File: src/rtl/bpu_pkg.sv
// rtl/bpu_pkg.sv - shared opcodes, counter type and helpers for the branch predictor
package bpu_pkg;

    localparam logic [6:0] OP_BRANCH = 7'b1100011;
    localparam logic [6:0] OP_JAL    = 7'b1101111;
    localparam logic [6:0] OP_JALR   = 7'b1100111;

    typedef enum logic [1:0] {
        CNT_SNT = 2'b00,
        CNT_WNT = 2'b01,
        CNT_WT  = 2'b10,
        CNT_ST  = 2'b11
    } cnt_t;

    function automatic cnt_t sat_inc(cnt_t c);
        case (c)
            CNT_SNT: return CNT_WNT;
            CNT_WNT: return CNT_WT;
            default: return CNT_ST;
        endcase
    endfunction

    function automatic cnt_t sat_dec(cnt_t c);
        case (c)
            CNT_ST:  return CNT_WT;
            CNT_WT:  return CNT_WNT;
            default: return CNT_SNT;
        endcase
    endfunction

    // x1 (ra) and x5 (t0) are the link registers for call/return detection
    function automatic logic is_link(logic [4:0] r);
        return (r == 5'd1) || (r == 5'd5);
    endfunction

endpackage

File: src/rtl/bpu_if.sv
// rtl/bpu_if.sv - fetch-side and EX-side signal bundle of the branch predictor
interface bpu_if #(
    parameter int PC_W = 32
) ();
    logic            valid_i;
    logic [31:0]     inst_i;
    logic [PC_W-1:0] pc_i;
    logic            pred_taken_o;
    logic [PC_W-1:0] pred_pc_o;
    logic            upd_valid_i;
    logic [PC_W-1:0] upd_pc_i;
    logic            upd_taken_i;
    logic            flush_i;

    modport master (
        output valid_i, inst_i, pc_i, upd_valid_i, upd_pc_i, upd_taken_i, flush_i,
        input  pred_taken_o, pred_pc_o
    );

    modport slave (
        input  valid_i, inst_i, pc_i, upd_valid_i, upd_pc_i, upd_taken_i, flush_i,
        output pred_taken_o, pred_pc_o
    );
endinterface

File: src/rtl/bpu_ras.sv
// rtl/bpu_ras.sv - circular return-address stack with flush
module bpu_ras #(
    parameter int RAS_DEPTH = 4,
    parameter int DATA_W    = 32
) (
    input  logic              clk_i,
    input  logic              rst_n_i,
    input  logic              push,
    input  logic              pop,
    input  logic [DATA_W-1:0] push_data,
    input  logic              flush,
    output logic [DATA_W-1:0] top,
    output logic              empty
);
    localparam int PTR_W = $clog2(RAS_DEPTH);
    localparam int CNT_W = PTR_W + 1;
    localparam logic [PTR_W-1:0] PTR_ONE = PTR_W'(1);
    localparam logic [CNT_W-1:0] CNT_ONE = CNT_W'(1);
    localparam logic [CNT_W-1:0] CNT_MAX = CNT_W'(RAS_DEPTH);

    logic [DATA_W-1:0] entries_q [RAS_DEPTH];
    logic [DATA_W-1:0] entries_d [RAS_DEPTH];
    logic [PTR_W-1:0]  ptr_q, ptr_d;
    logic [CNT_W-1:0]  cnt_q, cnt_d;
    logic [PTR_W-1:0]  top_idx;

    // ptr_q is the next free slot; the newest entry sits just below it
    assign top_idx = ptr_q - PTR_ONE;
    assign top     = entries_q[top_idx];
    assign empty   = (cnt_q == '0);

    // next-state: flush wins, then replace-top, push (overwrites oldest when full), pop
    always_comb begin
        entries_d = entries_q;
        ptr_d     = ptr_q;
        cnt_d     = cnt_q;
        if (flush) begin
            ptr_d = '0;
            cnt_d = '0;
        end else if (push && pop && !empty) begin
            entries_d[top_idx] = push_data;
        end else if (push) begin
            entries_d[ptr_q] = push_data;
            ptr_d            = ptr_q + PTR_ONE;
            if (cnt_q != CNT_MAX) begin
                cnt_d = cnt_q + CNT_ONE;
            end
        end else if (pop && !empty) begin
            ptr_d = top_idx;
            cnt_d = cnt_q - CNT_ONE;
        end
    end

    // state registers with synchronous reset clearing entries
    always_ff @(posedge clk_i) begin
        if (!rst_n_i) begin
            for (int i = 0; i < RAS_DEPTH; i++) begin
                entries_q[i] <= '0;
            end
            ptr_q <= '0;
            cnt_q <= '0;
        end else begin
            entries_q <= entries_d;
            ptr_q     <= ptr_d;
            cnt_q     <= cnt_d;
        end
    end

endmodule

File: src/rtl/bpu.sv
// rtl/bpu.sv - dynamic branch predictor: BHT direction plus return-address stack
module bpu
    import bpu_pkg::*;
#(
    parameter int PC_W      = 32,
    parameter int BHT_DEPTH = 64,
    parameter int RAS_DEPTH = 4,
    parameter int BHT_EN    = 1
) (
    input  logic  clk_i,
    input  logic  rst_n_i,
    bpu_if.slave  bus
);
    localparam int IDX_W = $clog2(BHT_DEPTH);

    logic [6:0]      opcode;
    logic [4:0]      rd;
    logic [4:0]      rs1;
    logic [PC_W-1:0] imm_b, imm_j, imm_i, pc_plus4, ras_top;
    logic            is_br, is_jal, is_jalr, is_ret;
    logic            ras_push, ras_pop, ras_empty, br_taken;
    logic [IDX_W-1:0] pred_idx, upd_idx;
    logic [1:0]      pred_cnt;
    cnt_t            bht_q [BHT_DEPTH];
    cnt_t            bht_d [BHT_DEPTH];
    logic            unused_upd_bits;

    assign opcode   = bus.inst_i[6:0];
    assign rd       = bus.inst_i[11:7];
    assign rs1      = bus.inst_i[19:15];
    assign imm_b    = {{(PC_W-13){bus.inst_i[31]}}, bus.inst_i[31], bus.inst_i[7],
                       bus.inst_i[30:25], bus.inst_i[11:8], 1'b0};
    assign imm_j    = {{(PC_W-21){bus.inst_i[31]}}, bus.inst_i[31], bus.inst_i[19:12],
                       bus.inst_i[20], bus.inst_i[30:21], 1'b0};
    assign imm_i    = {{(PC_W-12){bus.inst_i[31]}}, bus.inst_i[31:20]};
    assign pc_plus4 = bus.pc_i + PC_W'(4);

    assign is_br    = (opcode == OP_BRANCH);
    assign is_jal   = (opcode == OP_JAL);
    assign is_jalr  = (opcode == OP_JALR);
    assign is_ret   = is_jalr && is_link(rs1) && (rs1 != rd);
    assign ras_push = bus.valid_i && (is_jal || is_jalr) && is_link(rd);
    assign ras_pop  = bus.valid_i && is_ret;

    assign pred_idx = bus.pc_i[IDX_W+1:2];
    assign upd_idx  = bus.upd_pc_i[IDX_W+1:2];
    assign pred_cnt = bht_q[pred_idx];
    assign br_taken = (BHT_EN != 0) ? pred_cnt[1] : imm_b[PC_W-1];
    assign unused_upd_bits = ^{bus.upd_pc_i[PC_W-1:IDX_W+2], bus.upd_pc_i[1:0]};

    // zero-latency next-PC prediction from the current (pre-update) state
    always_comb begin
        bus.pred_taken_o = 1'b0;
        bus.pred_pc_o    = pc_plus4;
        if (bus.valid_i) begin
            if (is_br && br_taken) begin
                bus.pred_taken_o = 1'b1;
                bus.pred_pc_o    = bus.pc_i + imm_b;
            end else if (is_jal) begin
                bus.pred_taken_o = 1'b1;
                bus.pred_pc_o    = bus.pc_i + imm_j;
            end else if (is_ret && !ras_empty) begin
                bus.pred_taken_o = 1'b1;
                bus.pred_pc_o    = ras_top;
            end
        end
    end

    // BHT training from resolved branches; flush does not touch it
    always_comb begin
        bht_d = bht_q;
        if (bus.upd_valid_i) begin
            bht_d[upd_idx] = bus.upd_taken_i ? sat_inc(bht_q[upd_idx])
                                             : sat_dec(bht_q[upd_idx]);
        end
    end

    // BHT counters start weakly not-taken
    always_ff @(posedge clk_i) begin
        if (!rst_n_i) begin
            for (int i = 0; i < BHT_DEPTH; i++) begin
                bht_q[i] <= CNT_WNT;
            end
        end else begin
            bht_q <= bht_d;
        end
    end

    bpu_ras #(
        .RAS_DEPTH (RAS_DEPTH),
        .DATA_W    (PC_W)
    ) u_ras (
        .clk_i     (clk_i),
        .rst_n_i   (rst_n_i),
        .push      (ras_push),
        .pop       (ras_pop),
        .push_data (pc_plus4),
        .flush     (bus.flush_i),
        .top       (ras_top),
        .empty     (ras_empty)
    );

endmodule

File: src/flat_wrapper.sv
// flat-port wrapper written by rule: the top's interface ports become plain ports
module bpu_flat import bpu_pkg::*;
#(
    parameter int PC_W      = 32,
    parameter int BHT_DEPTH = 64,
    parameter int RAS_DEPTH = 4,
    parameter int BHT_EN    = 1
)
  (clk_i, rst_n_i, bus_valid_i, bus_inst_i, bus_pc_i, bus_upd_valid_i, bus_upd_pc_i, bus_upd_taken_i, bus_flush_i, bus_pred_taken_o, bus_pred_pc_o);
  bpu_if #(.PC_W(PC_W)) bus_i ();
  input  logic clk_i;
  input  logic rst_n_i;
  input wire logic [$bits(bus_i.valid_i)-1:0] bus_valid_i;
  input wire logic [$bits(bus_i.inst_i)-1:0] bus_inst_i;
  input wire logic [$bits(bus_i.pc_i)-1:0] bus_pc_i;
  input wire logic [$bits(bus_i.upd_valid_i)-1:0] bus_upd_valid_i;
  input wire logic [$bits(bus_i.upd_pc_i)-1:0] bus_upd_pc_i;
  input wire logic [$bits(bus_i.upd_taken_i)-1:0] bus_upd_taken_i;
  input wire logic [$bits(bus_i.flush_i)-1:0] bus_flush_i;
  output wire logic [$bits(bus_i.pred_taken_o)-1:0] bus_pred_taken_o;
  output wire logic [$bits(bus_i.pred_pc_o)-1:0] bus_pred_pc_o;
  assign bus_i.valid_i = bus_valid_i;
  assign bus_i.inst_i = bus_inst_i;
  assign bus_i.pc_i = bus_pc_i;
  assign bus_i.upd_valid_i = bus_upd_valid_i;
  assign bus_i.upd_pc_i = bus_upd_pc_i;
  assign bus_i.upd_taken_i = bus_upd_taken_i;
  assign bus_i.flush_i = bus_flush_i;
  assign bus_pred_taken_o = bus_i.pred_taken_o;
  assign bus_pred_pc_o = bus_i.pred_pc_o;
  bpu #(.PC_W(PC_W), .BHT_DEPTH(BHT_DEPTH), .RAS_DEPTH(RAS_DEPTH), .BHT_EN(BHT_EN)) u_core (.clk_i(clk_i), .rst_n_i(rst_n_i), .bus(bus_i));
endmodule
File: config.mk
export PLATFORM = sky130hd
export DESIGN_NAME = bpu_flat
export DESIGN_NICKNAME = d
export VERILOG_FILES = /design/src/rtl/bpu_pkg.sv /design/src/rtl/bpu_if.sv /design/src/rtl/bpu_ras.sv /design/src/rtl/bpu.sv /design/src/flat_wrapper.sv
export SDC_FILE = /design/constraint.sdc
export NUM_CORES = 1
export LEC_CHECK = 0
export CAP_MARGIN = 20
export CORE_ASPECT_RATIO = 0.6
export CORE_MARGIN = 5
export CORE_UTILIZATION = 55
export DETAILED_ROUTE_END_ITERATION = 10
export PLACE_DENSITY = 0.76
export SKIP_CTS_REPAIR_TIMING = 1
export SLEW_MARGIN = 20
export SYNTH_ARGS = -nofsm -noshare
export SYNTH_HDL_FRONTEND = slang
export SYNTH_HIERARCHICAL = 1
export SYNTH_SLANG_ARGS = --single-unit
File: constraint.sdc
create_clock -name clk_i -period 5.4 [get_ports clk_i]
set_clock_uncertainty 0.15 [all_clocks]
set_input_delay 0.81 -clock clk_i [delete_from_list [all_inputs] [get_ports clk_i]]
set_output_delay 0.81 -clock clk_i [all_outputs]
set_load 0.005 [all_outputs]
Yosys cells after proc, flatten, opt, wreduce, memory -nomap -nowiden
Cells that the tools add are included.

Register bits: 261. Word-level logic and storage cells: 167. Output and inout bits: 33. Input bits: 102.

Add/sub/neg operators: 7. Order comparisons: 7. Muxes and demuxes: 38. Reductions and logical operators: 25. Bitwise gates (word level): 7. Eq/ne operators: 13.

Operators by type and width (count): $bwmux 128 (3); $mux 128 (2); $mux 32 (8); $demux 32 s2 (2); $add 32x32->32 (2); $bmux 32 s2 (1); $add 32x3->32 const B (1); $bmux 2 s6 (2); $eq 7x7->1 const B (3); $mux 2 (10); $ge 7x7->1 const B (2); $not 6->7 (2); $logic_and 1x1->1 (13); $demux 2 s6 (1); $eq 5x1->1 const B (2); $eq 5x3->1 const B (2); $mux 3 (3); $pmux 2 s2 (2); $lt 7x1->1 const B (1); $ge 3x3->1 const B (2); $lt 3x1->1 const B (2); $not 2->3 (2); $ne 5x5->1 (1); $eq 2x2->1 const B (2); other kinds (17) (26).

Longest topological paths before layout
Gate-level depths: netlist of the first run.

Word-level depth: 9. Mapped depth: 14.

Modules after synthesis
The synthesis of the first run kept the hierarchy.

Modules (own cells, without submodules): bpu (times used 1, area each 10749.1 sq um, cells each 1357, seq. area each 2562.5 sq um); bpu_ras (times used 1, area each 5605.4 sq um, cells each 564, seq. area each 2662.6 sq um).

Least setup slack after synthesis of the first run
Ideal clock, no wire load.

Path kind: input -> output. Start point: input port bus_pc_i[2]. End point: output port bus_pred_pc_o[31]. Path slack: 588 ps. Buffers on the path: 1. Stages: 12. Arrival: 3852 ps. Cells stage by stage: buf_2 > inv_1 > fa_1 > and2b_1 > o2111ai_1 > a2111o_1 > a211o_1 > a311o_1 > and2_4 > or4_1 > nand3_1 > o221a_2.

Cells in the longest elaborated chain, start to end: 7. Elaborated cells on any way between the ends: 12. Those cells by class: add/sub (3); mux (7); bitwise (1); reduce/logical (1).

Ends and longest elaborated chain: from (decl) (RTL line flat_wrapper.sv:15) `input wire logic [$bits(bus_i.pc_i)-1:0] bus_pc_i;`; parallel branches: the longest is 6 deep, another holds $add 32x3->32; $mux 32 * (RTL line bpu.sv:55) `if (bus.valid_i) begin`; to (decl) (RTL line flat_wrapper.sv:21) `output wire logic [$bits(bus_i.pred_pc_o)-1:0] bus_pred_pc_o;`.

Every way passes the cells marked *. The select of a mux whose other input is x is not followed.

Worst setup path after layout of the first run
Start point: input port bus_pc_i[3]. End point: output port bus_pred_pc_o[15].

Same word-level chain as after synthesis.

==> impl_metrics.yaml, run 1 <==
outcome:
  status: "completed"
cts:
  cts_max_level: 1
  cts.sinks: 261
  cts_buffers: 25
  cts_tree: "yes"
  cts_buffer_depth: 3
  clockRootBuffer: "clkbuf_16"
  clk_pin_slew_ns: 0.06
  insertion_delay_ns: 0.55
worst_setup_path:
  crit_top_cell: "clkdlybuf4s50_1"
  worstPathCellList: "clkdlybuf4s50_1 > buf_6 > ha_1 > nor2b_2 > o31a_1 > o21ai_2 > o21ai_0 > a311o_1 > a21o_1 > a21oi_1 > xor2_1 > o211ai_1 > clkdlybuf4s50_1"
  cp.arrival_ns: 4.37
  path_max_fanout: 7
  startpoint_type: "input pin"
  slowest_stage: "clkdlybuf4s50_1"
  worstSetupPathType: "in2out"
  max_stage_delay_ns: 0.56
  required_ns: 4.44
  worstSetupEndpointType: "output port"
worst_hold_path:
  worst_hold_path_type: "reg2reg"
final_layout:
  final_common_cell: "dfxtp_1"
  multi_input_area_sq_mm: 0.0104
  final_cell_mix: "dfxtp_1 (260), nand3_1 (202), nand2_1 (178)"
  nNetsFinal: 2196
  regArea_sq_mm: 0.00523
  drive_gt1_frac: 0.150
  n_antenna_cell: 0
  final_cells: 2461
  fillers: 2292
  area_delta_synth_final_pct: 17.8
  post-route-util: 0.664
power:
  pwr_density_cell_mw_per_mm2: 235
  ir_worst_vdd_v: 0.000227
  p_leak_nw: 6.95
timing:
  tightestPinTransition_ns: 1.16
  finalHoldViolCount: 0
  final.setup.worst_slack_ns: 0.0678
  setup_viol: 0
  min_period_over_period: 0.987
  rsz0062_at_grt: "yes"
  finalSetupTns_ns: 0
  max_slew_margin: 0.224
  maxSlewViolCount: 0
  period_needed_ns: 5.33
  fmax_mhz: 188
  timing.hold.ws_ns: 0.311
logic_synthesis:
  avgSynthCellArea_sq_um: 8.51
  synth-async-reset-ratio: 0
  seq_area_frac_synth: 0.319
  synthesis.nets: 2074
  synth_cell_type_count: 86
  synth_edf_count: 0
  yosysWarningCount: 6
  syn_area_sq_mm: 0.0164
  synth_ff_type: "dfxtp_1"
  ys_seq_elements: 261
  synthCells: 1921
global_routing:
  grt_overflow: 0
  antenna_found_initial: 0
  top_usage_layer: "met1"
  grt_max_degree: 153
  grt_pass1_vias: 14770
  gr-usage-met2: 0.425
  gr-usage-met3: 0.103
  grt_pass1_wl_um: 84400
  groute.usage.overall: 0.318
  grtUsageMet1: 0.497
placement:
  place.gp.congestion: 1.11
  hpwl_um: 40300
  portBuffers: 108
  placed_cells: 2411
  dp_worst_setup_slack_ns: -0.550
route:
  wl_per_cell_um: 22.4
  ant_nets: 0
  first_iter_violations: 2618
  drc: 0
  dr_total_vias: 16170
  drt_pass1_iterations: 8
  wirelength_um: 55200
  via_per_inst: 6.57
floorplan:
  rows: 48
  coreArea_sq_mm: 0.0290
  die-area_sq_mm: 0.0334
  die_h_um: 144
  io_pins: 135
  fp.dieW_um: 233
  start_util: 0.564
flow_run:
  max_cap_viol_count: 0
## metal layers
metal	up-vias	wire length, um
met5	-	0
met4	0	927
met3	81	8390
met2	990	21600
met1	7742	24300
li1	7357	-
## Yosys cell counts (8+ instances only)
cell type  instances  share of area
dfxtp_1          261           0.32
nand3_1          203          0.062
nand2_1          178          0.041
o21ai_0          174          0.053
nor2_1           126          0.029
a21oi_1          125          0.038
clkbuf_1          72          0.017
nor3b_1           69          0.032
mux4_2            63          0.087
mux2i_1           57          0.035
o21ai_1           53          0.016
ha_1              48          0.037
xnor2_1           42          0.022
buf_2             31         0.0095
xor2_1            27          0.014
inv_1             25         0.0057
a21o_1            23          0.011
buf_4             19         0.0087
and3_1            18         0.0069
nand4_1           18         0.0069
a22oi_1           15         0.0069
o211ai_1          15         0.0069
a31oi_1           13         0.0050
nor2b_1           13         0.0050
mux2_2            12         0.0083
and2_1            11         0.0042
buf_6             11         0.0076
clkbuf_2          11         0.0034
nor3_1            11         0.0034
a222oi_1          10         0.0061
o21a_1            10         0.0046
a221o_1            8         0.0049
## registers in the layout, indices dropped and copies added (netlist names)
register,count
u_core/bht_q,128
u_core/u_ras/ptr_q,2
u_core/u_ras/entries_q,128
u_core/u_ras/cnt_q,3
## through the flow
step,cell area (sq um),total power [mW]
final,19300,4.54
after global routing,19300,4.69
after CTS,19100,4.49
after detailed placement,18300,2.79
after global placement,18300,2.78
after floorplan,16400,2.44
## kinds of logic after synthesis
family | Yosys count | synth area share
AO/OA/AOI/OAI | 532 | 0.205
XOR/XNOR | 69 | 0.0370
adder cells (fa/ha/maj) | 51 | 0.0404
buffers and inverters | 177 | 0.0532
flip-flops | 261 | 0.319
multiplexers | 132 | 0.130
AND/OR/NAND/NOR | 699 | 0.215
## cell type report
type                       count  area share
tap                          400      0.0260
clock buffer                  38      0.0371
timing repair buffer         246       0.118
sequential                   261       0.271
multi-input combinational   1483       0.538
inverter                      26     0.00506
clock inverter                 7     0.00403
## critical path: cells and delay by family
kind	cells	cell delay, ns
fa+ha+maj	1	0.24
xor+xnor	1	0.13
compound gates	7	1.77
buf+inv	3	1.26
simple gates	1	0.16
## power by group
part / internal, mW / switching, mW
clock network: 0.966 / 0.760
logic: 0.359 / 0.518
registers: 1.93 / 0.00334
total: 3.26 / 1.28
## worst paths after layout
check	start	to	slack (ns)	cells past startpoint
hold reg to reg	u_core/u_ras/entries_q[27]	u_core/u_ras/entries_q[27]	0.31	2
setup reg to reg	u_core/bht_q[49]	u_core/bht_q[9]	2.36	9
setup / recovery	bus_pc_i[3]	bus_pred_pc_o[15]	0.07	13
hold / removal	u_core/u_ras/entries_q[27]	u_core/u_ras/entries_q[27]	0.31	2
Note: power is estimated with default switching activity, not from simulation.
==> run 2: changes to the inputs <==
MAX_ROUTING_LAYER = met4   (was unset)
==> impl_metrics.yaml, run 2 (same netlist as run 1, synthesis figures left out) <==
power:
  pwr_density_cell_mw_per_mm2: 237
  ir_worst_vdd_v: 0.000208
  p_leak_nw: 7.00
floorplan:
  io_pins: 135
  die-area_sq_mm: 0.0334
  coreArea_sq_mm: 0.0290
  fp.dieW_um: 233
  die_h_um: 144
  start_util: 0.564
  rows: 48
worst_hold_path:
  hold_start: "u_core/u_ras/entries_q[24]"
  worst_hold_path_type: "reg2reg"
  holdPathStages: 2
  hold_end: "u_core/u_ras/entries_q[24]"
timing:
  max_slew_margin: 0.264
  maxSlewViolCount: 0
  setup_viol: 0
  min_period_over_period: 0.992
  fmax_mhz: 187
  period_needed_ns: 5.36
  tightestPinTransition_ns: 1.10
  finalHoldViolCount: 0
cts:
  cts_buffer_depth: 3
  clk_pin_slew_ns: 0.06
  cts_tree: "yes"
  cts_max_level: 1
  cts_buffers: 25
  cts.sinks: 261
  clockRootBuffer: "clkbuf_16"
  insertion_delay_ns: 0.55
final_layout:
  final_cell_mix: "dfxtp_1 (260), nand3_1 (201), nand2_1 (178)"
  final_cells: 2469
  post-route-util: 0.667
  final_common_cell: "dfxtp_1"
  top_regs: "u_core/bht_q x128, u_core/u_ras/entries_q x128, u_core/u_ras/cnt_q x3"
  nNetsFinal: 2203
  fillers: 2321
  area_delta_synth_final_pct: 18.3
  drive_gt1_frac: 0.155
global_routing:
  grt_overflow: 0
  grt_max_degree: 162
  grt_pass1_wl_um: 82200
  grt_pass1_vias: 14456
  antenna_found_initial: 2
  groute.usage.overall: 0.321
worst_setup_path:
  cp.arrival_ns: 4.40
  worstSetupPathType: "in2out"
  worstReg2RegStart: "u_core/bht_q[41]"
  worstSetupEndpointType: "output port"
  path_max_fanout: 7
  rr_endpoint: "u_core/bht_q[2]"
  required_ns: 4.44
  startpoint_type: "input pin"
  worstRegToRegCells: 10
  crit_start: "bus_pc_i[5]"
  r2r_slack_ns: 1.88
route:
  dr_total_vias: 16166
  drt_pass1_iterations: 6
  wirelength_um: 54900
  ant_nets: 0
  wl_per_cell_um: 22.2
  first_iter_violations: 2445
  drc: 0
  via_per_inst: 6.55
placement:
  portBuffers: 108
  place.gp.congestion: 1.08
  hpwl_um: 40400
  placed_cells: 2420
outcome:
  status: "completed"
flow_run:
  max_cap_viol_count: 0
==> run 2: how the worst max path moves through the flow <==
stage,endpoint,slack [ns],cells past startpoint
detailed placement,bus_pred_pc_o[31],-0.51,14
finish,bus_pred_pc_o[22],0.04,14
global route,bus_pred_pc_o[17],-0.05,15
floorplan,bus_pred_pc_o[31],0.59,12
global placement,bus_pred_pc_o[31],-0.51,14
CTS,bus_pred_pc_o[31],-0.54,14
==> run 2: metal layers <==
layer / vias to the layer above / track usage / wire [um]
li1: 7374 / - / -
met1: 7695 / 0.480 / 24000
met2: 1018 / 0.406 / 20700
met3: 79 / 0.130 / 9230
met4: 0 / 0.0556 / 1040
met5: - / - / 0
==> run 2: worst max-delay path, cell delays in order <==
cell	delay, ns
clkdlybuf4s50_1	0.50
ha_1	0.41
buf_4	0.19
nand3_1	0.08
o211ai_1	0.35
o211ai_1	0.20
o2111ai_2	0.25
a21o_1	0.27
a21oi_2	0.11
buf_4	0.14
a221o_1	0.31
o211ai_1	0.17
nand3_1	0.14
clkdlybuf4s50_1	0.48
==> run 2: stage by stage <==
step                      hold slack (ns)  worst slack (ns)  total power, mW  cell area (sq um)  setup TNS (ns)
after CTS                           0.311            -0.538             4.55              19200           -4.65
after floorplan                     0.284             0.588             2.44              16400               0
after detailed placement            0.302            -0.511             2.80              18300           -4.39
final                               0.309            0.0410             4.58              19400               0
after global routing                0.326           -0.0470             4.74              19400         -0.0489
after global placement              0.294            -0.507             2.79              18300           -3.90
==> run 2: area by class of cell <==
| class | count | area (sq um) | share of cell area |
|---|---|---|---|
| Sequential cell | 261 | 5230 | 0.270 |
| Inverter | 26 | 97.6 | 0.00504 |
| Clock buffer | 41 | 796 | 0.0411 |
| Multi-Input combinational cell | 1483 | 10400 | 0.536 |
| Tap cell | 400 | 500 | 0.0259 |
| Antenna cell | 2 | 5.00 | 0.000259 |
| Clock inverter | 3 | 33.8 | 0.00175 |
| Timing Repair Buffer | 253 | 2320 | 0.120 |
==> run 2: where the power goes <==
part           total, mW  internal (mW)  switching [mW]
clock               1.77           1.01           0.758
sequential          1.93           1.93         0.00331
combinational      0.886          0.363           0.522
